<file path="src/rtl/bitblaster_pkg.sv">
// ---------------------------------------------------------------------------
// bitblaster_pkg
// Shared definitions for the Bitblaster multi-cycle core:
//   - instruction class codes (instr[DATA_W-1:DATA_W-2])
//   - class-00 function codes (instr[3:0])
//   - FSM state encoding, which is also the externally visible tstep code
//   - flag bit positions inside the {C,N,Z} flags vector
//   - decode helpers shared by the core
// ---------------------------------------------------------------------------
package bitblaster_pkg;

    localparam int CLASS_W = 2;
    localparam int FUNC_W  = 4;
    localparam int TSTEP_W = 3;
    localparam int FLAG_W  = 3;

    // Flag vector layout: flags = {C, N, Z}
    localparam int FLAG_Z = 0;
    localparam int FLAG_N = 1;
    localparam int FLAG_C = 2;

    typedef enum logic [CLASS_W-1:0] {
        CLS_REG  = 2'b00,
        CLS_BAD  = 2'b01,
        CLS_ADDI = 2'b10,
        CLS_SUBI = 2'b11
    } cls_e;

    typedef enum logic [FUNC_W-1:0] {
        F_LD    = 4'h0,
        F_CP    = 4'h1,
        F_ADD   = 4'h2,
        F_SUB   = 4'h3,
        F_INV   = 4'h4,
        F_FLP   = 4'h5,
        F_AND   = 4'h6,
        F_OR    = 4'h7,
        F_XOR   = 4'h8,
        F_LSL   = 4'h9,
        F_LSR   = 4'hA,
        F_ASR   = 4'hB,
        F_LDM   = 4'hC,
        F_STM   = 4'hD,
        F_RSV_E = 4'hE,
        F_RSV_F = 4'hF
    } func_e;

    // The numeric encoding is the tstep output code.
    typedef enum logic [TSTEP_W-1:0] {
        ST_FETCH = 3'd0,
        ST_T1    = 3'd1,
        ST_T2    = 3'd2,
        ST_T3    = 3'd3,
        ST_MEMW  = 3'd4
    } state_e;

    // Execution shape of a decoded instruction; drives the timestep sequence.
    typedef enum logic [2:0] {
        KIND_ILLEGAL = 3'd0,
        KIND_MOVE    = 3'd1,   // ld, cp        : T1 write
        KIND_UNARY   = 3'd2,   // inv, flp      : T1 G, T2 write
        KIND_BINARY  = 3'd3,   // alu, addi/subi: T1 A, T2 G, T3 write
        KIND_MEM     = 3'd4    // ldm, stm      : T1 request, MEMW wait
    } kind_e;

    function automatic kind_e op_kind(input cls_e cls, input func_e fn);
        kind_e k;
        k = KIND_ILLEGAL;
        if (cls == CLS_ADDI || cls == CLS_SUBI) begin
            k = KIND_BINARY;
        end else if (cls == CLS_REG) begin
            case (fn)
                F_LD, F_CP:         k = KIND_MOVE;
                F_INV, F_FLP:       k = KIND_UNARY;
                F_LDM, F_STM:       k = KIND_MEM;
                F_RSV_E, F_RSV_F:   k = KIND_ILLEGAL;
                default:            k = KIND_BINARY;
            endcase
        end
        return k;
    endfunction

    // Immediate classes reuse the add/sub datapath.
    function automatic func_e alu_func(input cls_e cls, input func_e fn);
        func_e f;
        case (cls)
            CLS_ADDI: f = F_ADD;
            CLS_SUBI: f = F_SUB;
            default:  f = fn;
        endcase
        return f;
    endfunction

endpackage

</file>
<file path="src/rtl/bitblaster_if.sv">
// ---------------------------------------------------------------------------
// bitblaster_if
// Instruction channel and data-memory channel of the Bitblaster core.
//   master : the core side (accepts instructions, issues memory requests)
//   slave  : the environment side (offers instructions, answers memory)
// Signals:
//   instr_valid/instr_ready/instr  instruction handshake
//   ext_data                        external operand for ld
//   mem_req/mem_we/mem_addr/mem_wdata  registered request, held until ack
//   mem_ack/mem_rdata               completion, read data valid with ack
// ---------------------------------------------------------------------------
interface bitblaster_if #(
    parameter int DATA_W = 10,
    parameter int MEM_AW = 10
);
    logic              instr_valid;
    logic              instr_ready;
    logic [DATA_W-1:0] instr;
    logic [DATA_W-1:0] ext_data;

    logic              mem_req;
    logic              mem_we;
    logic [MEM_AW-1:0] mem_addr;
    logic [DATA_W-1:0] mem_wdata;
    logic              mem_ack;
    logic [DATA_W-1:0] mem_rdata;

    modport master (
        input  instr_valid, instr, ext_data, mem_ack, mem_rdata,
        output instr_ready, mem_req, mem_we, mem_addr, mem_wdata
    );

    modport slave (
        output instr_valid, instr, ext_data, mem_ack, mem_rdata,
        input  instr_ready, mem_req, mem_we, mem_addr, mem_wdata
    );
endinterface

</file>
<file path="src/rtl/bitblaster_alu_p.sv">
// ---------------------------------------------------------------------------
// bitblaster_alu_p
// A and G registers, ALU function mux and {C,N,Z} flag generation.
// State updates on the falling edge of clk; rst is asynchronous, active-high.
// Ports:
//   clk, rst      clock (falling edge active) and reset
//   load_a, a_in  capture first operand into A
//   load_g, func  capture func(A, operand) into G and update flags
//   operand       second operand ([Ry] or immediate)
//   g_q, flags_q  G register and flags {C,N,Z}
// ---------------------------------------------------------------------------
module bitblaster_alu_p
    import bitblaster_pkg::*;
#(
    parameter int DATA_W = 10
) (
    input  logic              clk,
    input  logic              rst,
    input  logic              load_a,
    input  logic [DATA_W-1:0] a_in,
    input  logic              load_g,
    input  func_e             func,
    input  logic [DATA_W-1:0] operand,
    output logic [DATA_W-1:0] g_q,
    output logic [FLAG_W-1:0] flags_q
);
    localparam logic [DATA_W-1:0] SHIFT_LIMIT = DATA_W'(DATA_W);

    logic [DATA_W-1:0] a_reg;
    logic [DATA_W-1:0] g_reg;
    logic [DATA_W-1:0] g_next;
    logic [FLAG_W-1:0] flags_reg;
    logic [FLAG_W-1:0] flags_next;
    logic              carry_next;
    logic              shift_over;

    always_comb begin
        g_next     = '0;
        carry_next = 1'b0;
        // Shift amount is the full unsigned operand; anything at or above
        // the word width saturates instead of wrapping.
        shift_over = (operand >= SHIFT_LIMIT);
        case (func)
            F_ADD: {carry_next, g_next} = {1'b0, a_reg} + {1'b0, operand};
            F_SUB: begin
                g_next     = a_reg - operand;
                carry_next = (a_reg < operand);   // borrow
            end
            F_INV: g_next = '0 - operand;
            F_FLP: g_next = ~operand;
            F_AND: g_next = a_reg & operand;
            F_OR:  g_next = a_reg | operand;
            F_XOR: g_next = a_reg ^ operand;
            F_LSL: g_next = shift_over ? '0 : (a_reg << operand);
            F_LSR: g_next = shift_over ? '0 : (a_reg >> operand);
            F_ASR: g_next = shift_over ? {DATA_W{a_reg[DATA_W-1]}}
                                       : $unsigned($signed(a_reg) >>> operand);
            default: g_next = '0;
        endcase

        flags_next         = '0;
        flags_next[FLAG_C] = carry_next;
        flags_next[FLAG_N] = g_next[DATA_W-1];
        flags_next[FLAG_Z] = (g_next == '0);
    end

    always_ff @(negedge clk or posedge rst) begin
        if (rst) begin
            a_reg     <= '0;
            g_reg     <= '0;
            flags_reg <= '0;
        end else begin
            if (load_a) begin
                a_reg <= a_in;
            end
            if (load_g) begin
                g_reg     <= g_next;
                flags_reg <= flags_next;
            end
        end
    end

    assign g_q     = g_reg;
    assign flags_q = flags_reg;

endmodule

</file>
<file path="src/rtl/bitblaster_core.sv">
// ---------------------------------------------------------------------------
// bitblaster_core
// Multi-cycle Bitblaster processor: instruction register, timestep FSM,
// register file, ALU (bitblaster_alu_p) and a data-memory port with a
// variable-latency req/ack handshake.
// All state updates on the falling edge of CLKb; RST is asynchronous,
// active-high and aborts any instruction in flight.
// Parameters: DATA_W >= 2+2*REG_AW+4, NREG = 2**REG_AW, MEM_AW <= DATA_W.
// Ports:
//   CLKb, RST       clock (falling edge active), reset
//   bus             instruction + memory channels (bitblaster_if.master)
//   done, illegal   one-cycle retire / undefined-opcode pulses
//   flags           {C,N,Z}
//   tstep           FSM state code (0 FETCH,1 T1,2 T2,3 T3,4 MEMW)
//   dbg_rda, dbg_q  combinational register peek
// ---------------------------------------------------------------------------
module bitblaster_core
    import bitblaster_pkg::*;
#(
    parameter int DATA_W = 10,
    parameter int REG_AW = 2,
    parameter int MEM_AW = 10
) (
    input  logic               CLKb,
    input  logic               RST,
    bitblaster_if.master       bus,
    output logic               done,
    output logic               illegal,
    output logic [FLAG_W-1:0]  flags,
    output logic [TSTEP_W-1:0] tstep,
    input  logic [REG_AW-1:0]  dbg_rda,
    output logic [DATA_W-1:0]  dbg_q
);
    localparam int NREG  = 1 << REG_AW;
    localparam int IMM_W = DATA_W - CLASS_W - REG_AW;

    // ---------------- instruction register and decode ----------------
    logic [DATA_W-1:0] ir_reg;
    cls_e              ir_cls;
    func_e             ir_func;
    kind_e             ir_kind;
    logic [REG_AW-1:0] rx;
    logic [REG_AW-1:0] ry;
    logic [DATA_W-1:0] imm_ext;

    assign ir_cls  = cls_e'(ir_reg[DATA_W-1 -: CLASS_W]);
    assign rx      = ir_reg[DATA_W-CLASS_W-1 -: REG_AW];
    assign ry      = ir_reg[DATA_W-CLASS_W-REG_AW-1 -: REG_AW];
    assign ir_func = func_e'(ir_reg[FUNC_W-1:0]);
    assign imm_ext = {{(DATA_W-IMM_W){1'b0}}, ir_reg[IMM_W-1:0]};
    assign ir_kind = op_kind(ir_cls, ir_func);

    // ---------------- register file ----------------
    logic [DATA_W-1:0] regs_q [NREG];
    logic              reg_we;
    logic [DATA_W-1:0] reg_wdata;
    logic [DATA_W-1:0] rx_val;
    logic [DATA_W-1:0] ry_val;

    genvar gi;
    generate
        for (gi = 0; gi < NREG; gi++) begin : g_reg
            logic [DATA_W-1:0] q_reg;
            logic              wr_sel;

            assign wr_sel = reg_we && (rx == REG_AW'(gi));

            always_ff @(negedge CLKb or posedge RST) begin
                if (RST) begin
                    q_reg <= '0;
                end else if (wr_sel) begin
                    q_reg <= reg_wdata;
                end
            end

            assign regs_q[gi] = q_reg;
        end
    endgenerate

    assign rx_val = regs_q[rx];
    assign ry_val = regs_q[ry];
    assign dbg_q  = regs_q[dbg_rda];

    // ---------------- ALU ----------------
    logic              load_a;
    logic              load_g;
    logic [DATA_W-1:0] g_q;
    logic [DATA_W-1:0] alu_operand;
    func_e             alu_fn;

    assign alu_fn      = alu_func(ir_cls, ir_func);
    assign alu_operand = (ir_cls == CLS_ADDI || ir_cls == CLS_SUBI) ? imm_ext : ry_val;

    bitblaster_alu_p #(
        .DATA_W (DATA_W)
    ) u_alu (
        .clk     (CLKb),
        .rst     (RST),
        .load_a  (load_a),
        .a_in    (rx_val),
        .load_g  (load_g),
        .func    (alu_fn),
        .operand (alu_operand),
        .g_q     (g_q),
        .flags_q (flags)
    );

    // ---------------- FSM ----------------
    state_e            state_reg;
    state_e            state_next;
    logic              load_ir;
    logic              done_next;
    logic              illegal_next;
    logic              mem_start;
    logic              mem_finish;

    logic              done_reg;
    logic              illegal_reg;
    logic              mem_req_reg;
    logic              mem_we_reg;
    logic [MEM_AW-1:0] mem_addr_reg;
    logic [DATA_W-1:0] mem_wdata_reg;

    always_ff @(negedge CLKb or posedge RST) begin
        if (RST) begin
            state_reg <= ST_FETCH;
        end else begin
            state_reg <= state_next;
        end
    end

    always_comb begin
        state_next   = state_reg;
        load_ir      = 1'b0;
        load_a       = 1'b0;
        load_g       = 1'b0;
        reg_we       = 1'b0;
        reg_wdata    = '0;
        done_next    = 1'b0;
        illegal_next = 1'b0;
        mem_start    = 1'b0;
        mem_finish   = 1'b0;

        case (state_reg)
            ST_FETCH: begin
                if (bus.instr_valid) begin
                    load_ir    = 1'b1;
                    state_next = ST_T1;
                end
            end

            ST_T1: begin
                case (ir_kind)
                    KIND_MOVE: begin
                        reg_we     = 1'b1;
                        reg_wdata  = (ir_func == F_LD) ? bus.ext_data : ry_val;
                        done_next  = 1'b1;
                        state_next = ST_FETCH;
                    end
                    KIND_UNARY: begin
                        load_g     = 1'b1;
                        state_next = ST_T2;
                    end
                    KIND_BINARY: begin
                        load_a     = 1'b1;
                        state_next = ST_T2;
                    end
                    KIND_MEM: begin
                        mem_start  = 1'b1;
                        state_next = ST_MEMW;
                    end
                    default: begin
                        illegal_next = 1'b1;
                        state_next   = ST_FETCH;
                    end
                endcase
            end

            ST_T2: begin
                if (ir_kind == KIND_UNARY) begin
                    reg_we     = 1'b1;
                    reg_wdata  = g_q;
                    done_next  = 1'b1;
                    state_next = ST_FETCH;
                end else begin
                    load_g     = 1'b1;
                    state_next = ST_T3;
                end
            end

            ST_T3: begin
                reg_we     = 1'b1;
                reg_wdata  = g_q;
                done_next  = 1'b1;
                state_next = ST_FETCH;
            end

            ST_MEMW: begin
                if (bus.mem_ack) begin
                    mem_finish = 1'b1;
                    done_next  = 1'b1;
                    reg_we     = !mem_we_reg;      // only ldm writes back
                    reg_wdata  = bus.mem_rdata;
                    state_next = ST_FETCH;
                end
            end

            default: state_next = ST_FETCH;
        endcase
    end

    // IR, pulse outputs and the registered memory request.
    always_ff @(negedge CLKb or posedge RST) begin
        if (RST) begin
            ir_reg        <= '0;
            done_reg      <= 1'b0;
            illegal_reg   <= 1'b0;
            mem_req_reg   <= 1'b0;
            mem_we_reg    <= 1'b0;
            mem_addr_reg  <= '0;
            mem_wdata_reg <= '0;
        end else begin
            done_reg    <= done_next;
            illegal_reg <= illegal_next;
            if (load_ir) begin
                ir_reg <= bus.instr;
            end
            // Address, direction and write data are frozen at T1 so they stay
            // stable for the whole wait, however long the memory takes.
            if (mem_start) begin
                mem_req_reg   <= 1'b1;
                mem_we_reg    <= (ir_func == F_STM);
                mem_addr_reg  <= ry_val[MEM_AW-1:0];
                mem_wdata_reg <= rx_val;
            end else if (mem_finish) begin
                mem_req_reg <= 1'b0;
                mem_we_reg  <= 1'b0;
            end
        end
    end

    assign bus.instr_ready = (state_reg == ST_FETCH);
    assign bus.mem_req     = mem_req_reg;
    assign bus.mem_we      = mem_we_reg;
    assign bus.mem_addr    = mem_addr_reg;
    assign bus.mem_wdata   = mem_wdata_reg;
    assign done            = done_reg;
    assign illegal         = illegal_reg;
    assign tstep           = state_reg;

endmodule

</file>
<file path="src/flat_wrapper.sv">
// flat-port wrapper written by rule: the top's interface ports become plain ports
module bitblaster_core_flat import bitblaster_pkg::*;
#(
    parameter int DATA_W = 10,
    parameter int REG_AW = 2,
    parameter int MEM_AW = 10
)
  (CLKb, RST, done, illegal, flags, tstep, dbg_rda, dbg_q, bus_instr_valid, bus_instr, bus_ext_data, bus_mem_ack, bus_mem_rdata, bus_instr_ready, bus_mem_req, bus_mem_we, bus_mem_addr, bus_mem_wdata);
  bitblaster_if #(.DATA_W(DATA_W), .MEM_AW(MEM_AW)) bus_i ();
  input  logic CLKb;
  input  logic RST;
  output logic done;
  output logic illegal;
  output logic [FLAG_W-1:0] flags;
  output logic [TSTEP_W-1:0] tstep;
  input  logic [REG_AW-1:0] dbg_rda;
  output logic [DATA_W-1:0] dbg_q;
  input wire logic [$bits(bus_i.instr_valid)-1:0] bus_instr_valid;
  input wire logic [$bits(bus_i.instr)-1:0] bus_instr;
  input wire logic [$bits(bus_i.ext_data)-1:0] bus_ext_data;
  input wire logic [$bits(bus_i.mem_ack)-1:0] bus_mem_ack;
  input wire logic [$bits(bus_i.mem_rdata)-1:0] bus_mem_rdata;
  output wire logic [$bits(bus_i.instr_ready)-1:0] bus_instr_ready;
  output wire logic [$bits(bus_i.mem_req)-1:0] bus_mem_req;
  output wire logic [$bits(bus_i.mem_we)-1:0] bus_mem_we;
  output wire logic [$bits(bus_i.mem_addr)-1:0] bus_mem_addr;
  output wire logic [$bits(bus_i.mem_wdata)-1:0] bus_mem_wdata;
  assign bus_i.instr_valid = bus_instr_valid;
  assign bus_i.instr = bus_instr;
  assign bus_i.ext_data = bus_ext_data;
  assign bus_i.mem_ack = bus_mem_ack;
  assign bus_i.mem_rdata = bus_mem_rdata;
  assign bus_instr_ready = bus_i.instr_ready;
  assign bus_mem_req = bus_i.mem_req;
  assign bus_mem_we = bus_i.mem_we;
  assign bus_mem_addr = bus_i.mem_addr;
  assign bus_mem_wdata = bus_i.mem_wdata;
  bitblaster_core #(.DATA_W(DATA_W), .REG_AW(REG_AW), .MEM_AW(MEM_AW)) u_core (.CLKb(CLKb), .RST(RST), .bus(bus_i), .done(done), .illegal(illegal), .flags(flags), .tstep(tstep), .dbg_rda(dbg_rda), .dbg_q(dbg_q));
endmodule
</file>
<file path="config.mk">
export PLATFORM = sky130hd
export DESIGN_NAME = bitblaster_core_flat
export DESIGN_NICKNAME = d
export VERILOG_FILES = /design/src/rtl/bitblaster_pkg.sv /design/src/rtl/bitblaster_if.sv /design/src/rtl/bitblaster_alu_p.sv /design/src/rtl/bitblaster_core.sv /design/src/flat_wrapper.sv
export SDC_FILE = /design/constraint.sdc
export NUM_CORES = 1
export LEC_CHECK = 0
export ABC_AREA = 1
export CORE_ASPECT_RATIO = 0.6
export CORE_MARGIN = 4
export CORE_UTILIZATION = 29
export CTS_CLUSTER_DIAMETER = 200
export DETAILED_ROUTE_END_ITERATION = 16
export PLACE_DENSITY = 0.44
export SETUP_SLACK_MARGIN = 0.4
export SYNTH_ARGS = -nofsm -noshare
export SYNTH_HDL_FRONTEND = slang
export SYNTH_SLANG_ARGS = --single-unit
</file>
<file path="constraint.sdc">
create_clock -name CLKb -period 4.27 [get_ports CLKb]
set_input_delay 0.427 -clock CLKb [delete_from_list [all_inputs] [get_ports CLKb]]
set_output_delay 0.427 -clock CLKb [all_outputs]
set_load 0.05 [all_outputs]
</file>
==> results by group <==
Status
  – Status: complete, no violations

CTS
  – CTS Buf Count: 9
  – H-tree Lvls: 3
  – Clock root buffer: clkbuf_16
  – CTS tree: done
  – Worst skew pair latency: 0.36 ns
  – CTS Hold Bufs: 0
  – Clk buf depth: 2
  – Clk sinks: between 90 and 100
  – CTS clk-pin slew, worst paths: 0.05 ns

Drt
  – WL per Instance: 21.7 µm
  – Vias: 9,216
  – Remaining DRCs: 0
  – Pre-antenna DRT Iters: 6
  – Number of vias per cell: between 5 and 6
  – DR iter-0 viols: 1,265
  – Routed Antenna Nets: 0
  – Total wire length: roughly 38 mm

GRT
  – Vias in the first global route: 8,364
  – First-pass GRT wire length: 55.6 mm
  – Largest net degree at the start of global routing: 45
  – Overflow after GRT: 0
  – Total GRT Usage: 0.246
  – Antenna violations before repair: 0

Logic synthesis
  – Sequential-to-total area share from yosys stat: 0.311
  – Synthesized area: 7960 µm²
  – FFs w/ async S/R, synth: 1.00
  – EDFF count, synth: 0
  – Dominant synthesized flop cell: dfrtn_1
  – Cells after synthesis: between 1,000 and 1,500
  – Yosys cell types: 46
  – Yosys reg bits: 99
  – Yosys Warn Count: 0
  – Syn Area/Cell: around 6.4 µm²
  – Syn nets: 1,321

Setup path
  – CP required: 3.84 ns
  – Reg2Reg Setup Slack: between 0.5 and 0.6 ns
  – Crit Path Max Fanout: 2
  – Crit path max-delay cell type: dfrtn_1
  – Max incr delay on CP: 0.41 ns
  – Kind of critical path: flip-flop to output port
  – Worst EP arrival: 3.49 ns
  – Crit-path cells: o21ai_0, o22ai_2, buf_12
  – Crit path launch type: flip-flop
  – Worst setup EP type: output port

Placement
  – Place WS: 0.0317 ns
  – GP Congestion: 0.935
  – Placed inst area: 9390 µm²
  – Buffers on Ports: 76
  – HPWL Detailed: 29.3 mm
  – Placed instance count: 1,683

Finish
  – Final Cell Area: 10,100 µm²
  – Layout cells sized above 1: 0.141
  – Fill cells: between 2,000 and 3,000
  – P&R area growth vs syn: 26.9%
  – Non-filler cells, final: 1,730
  – Final core utilization: 0.378
  – Number of flip-flops in the largest register: 40
  – Final #Nets: around 1,400
  – Diode count: 0

Timing
  – Unrepaired setup endpoints after global routing: yes
  – Hold_ws: 0.425 ns
  – Final setup viols: 0
  – Final slew viol count: 0
  – Worst setup margin: 0.352 ns
  – Max_slew headroom: 0.219
  – Final hold vios: 0
  – Setup TNS: 0 ns
  – Worst slew pin tran: between 1 and 1.5 ns
  – Layout Skew: ~0.0072 ns

Floorplan
  – Initial Util: 0.298
  – Die H: 136 µm
  – # IOs: 77
  – Die Area: 30,300 µm²
  – Core area: 26,700 µm²
  – Chip width: 222 µm
  – Placement Rows: 46

Power and ir drop
  – Power per cell area: 877 nW/µm²
  – Static leakage: approximately 4.8 nW
  – Total power: between 8 and 9 mW
  – Worst vdd ir: 0.433 mV

Worst hold path
  – Worst hold path type: flip-flop to flip-flop

Job
  – Max_cap viols: 0
-- layout make-up --
cell class / instances / area, µm² / area share
Timing Repair Buffer: 153 / 1430 / 0.141
Inverter: 135 / 518 / 0.0513
Sequential cell: 99 / 2480 / 0.245
Clock inverter: 2 / 60.1 / 0.00594
Tap cell: 360 / 450 / 0.0446
Multi-Input combinational cell: 968 / 4920 / 0.487
Clock buffer: 13 / 250 / 0.0248
-- Yosys cell counts (2+ instances only) --
cell type,count,share of area
a21oi_1,38,0.024
a221oi_1,5,0.0055
a22oi_1,10,0.0094
a31oi_1,6,0.0047
buf_2,15,0.0094
buf_4,3,0.0028
clkbuf_1,28,0.013
clkinv_1,5,0.0024
dfrtn_1,99,0.31
fa_1,2,0.0050
ha_1,32,0.050
inv_1,120,0.057
inv_2,10,0.0047
mux2_2,2,0.0028
nand2_1,411,0.19
nand2_2,4,0.0031
nand3_1,127,0.080
nand3b_1,2,0.0019
nand4_1,13,0.010
nor2_1,115,0.054
nor2_2,4,0.0031
nor2_4,2,0.0028
nor3_1,13,0.0082
o211ai_1,8,0.0075
o21a_1,3,0.0028
o21ai_0,111,0.070
o21ai_1,10,0.0063
o21ai_2,3,0.0033
o21ai_4,2,0.0041
o21bai_1,2,0.0019
o221ai_1,15,0.016
o22ai_1,15,0.012
o31ai_1,2,0.0019
or2_2,2,0.0016
-- where the power goes --
part | switching, mW | total, mW | internal, mW
Clock | 0.374 | 0.902 | 0.528
Sequential | 0.308 | 1.60 | 1.30
Combinational | 4.45 | 6.36 | 1.91
-- worst max-delay path: cells and delay by family, from the launching register on --
kind            cells  cell delay, ns
compound gates      2            0.40
buf+inv             1            0.18
flops               1            0.41
-- placed cells by master, fill, tap and decap left out, types with 4 or more instances in the layout --
cell	Yosys	layout
ha_2	0	5
o21ai_2	3	4
nor2_1	115	111
buf_12	0	9
a21oi_1	38	36
nor3_1	13	11
o211ai_1	8	8
nand2_1	411	407
o21ai_1	10	22
inv_1	120	117
a22oi_1	10	10
clkdlybuf4s15_2	0	12
ha_1	32	25
buf_4	3	74
clkinv_1	5	4
clkbuf_16	0	10
clkbuf_2	1	9
nand3_1	127	127
nand2_2	4	7
nand4_1	13	13
nor2_2	4	7
o221ai_2	0	4
o221ai_1	15	11
clkdlybuf4s15_1	0	6
o22ai_2	0	6
clkdlybuf4s50_1	0	35
o22ai_1	15	9
inv_2	10	11
buf_6	1	6
a31oi_1	6	6
o21ai_0	111	98
dfrtn_1	99	99
a221oi_1	5	4
-- layer usage --
layer	GRT usage	share of wire	wire, µm	vias to the layer above
met2	0.298	0.35	13000	462
met1	0.413	0.54	20200	4390
met5	0	0	0	-
li1	-	-	-	4346
met3	0.0794	0.11	4160	18
met4	0.0272	0.0048	181	0
-- cells by family (layout without fill, tap and decap cells) --
group / after synthesis / in the layout / synth area share
XOR/XNOR: 1 / 1 / 0.00110
AO/OA/AOI/OAI: 233 / 233 / 0.173
flip-flops: 99 / 99 / 0.311
multiplexers: 2 / 2 / 0.00283
adder cells (fa/ha/maj): 34 / 34 / 0.0553
buffers and inverters: 184 / 303 / 0.0916
AND/OR/NAND/NOR: 698 / 698 / 0.366
-- what timing repair did --
item | 4_1_cts | 5_1_grt
setup endpoints to repair | 38 | 61
pin swaps | 13 | 16
gates cloned | 0 | 0
gates resized for setup | 74 | 61
setup buffers | 18 | 14
-- worst paths after layout --
| kind | start | end | cells past startpoint |
|---|---|---|---|
| worst max register to register | u_core.ir_reg[4] | u_core.u_alu.flags_q[0] | 22 |
| worst min register to register | u_core.bus.mem_wdata[0] | u_core.bus.mem_wdata[0] | 2 |
| worst min-delay path | u_core.bus.mem_wdata[0] | u_core.bus.mem_wdata[0] | 2 |
| worst max-delay path | u_core.g_reg[2].q_reg[8] | dbg_q[8] | 3 |
| max in group asynchronous | RST | u_core.u_alu.a_reg[7] | 3 |
| min in group asynchronous | RST | u_core.g_reg[3].q_reg[7] | 3 |
Power figures use the tool's default switching activity.
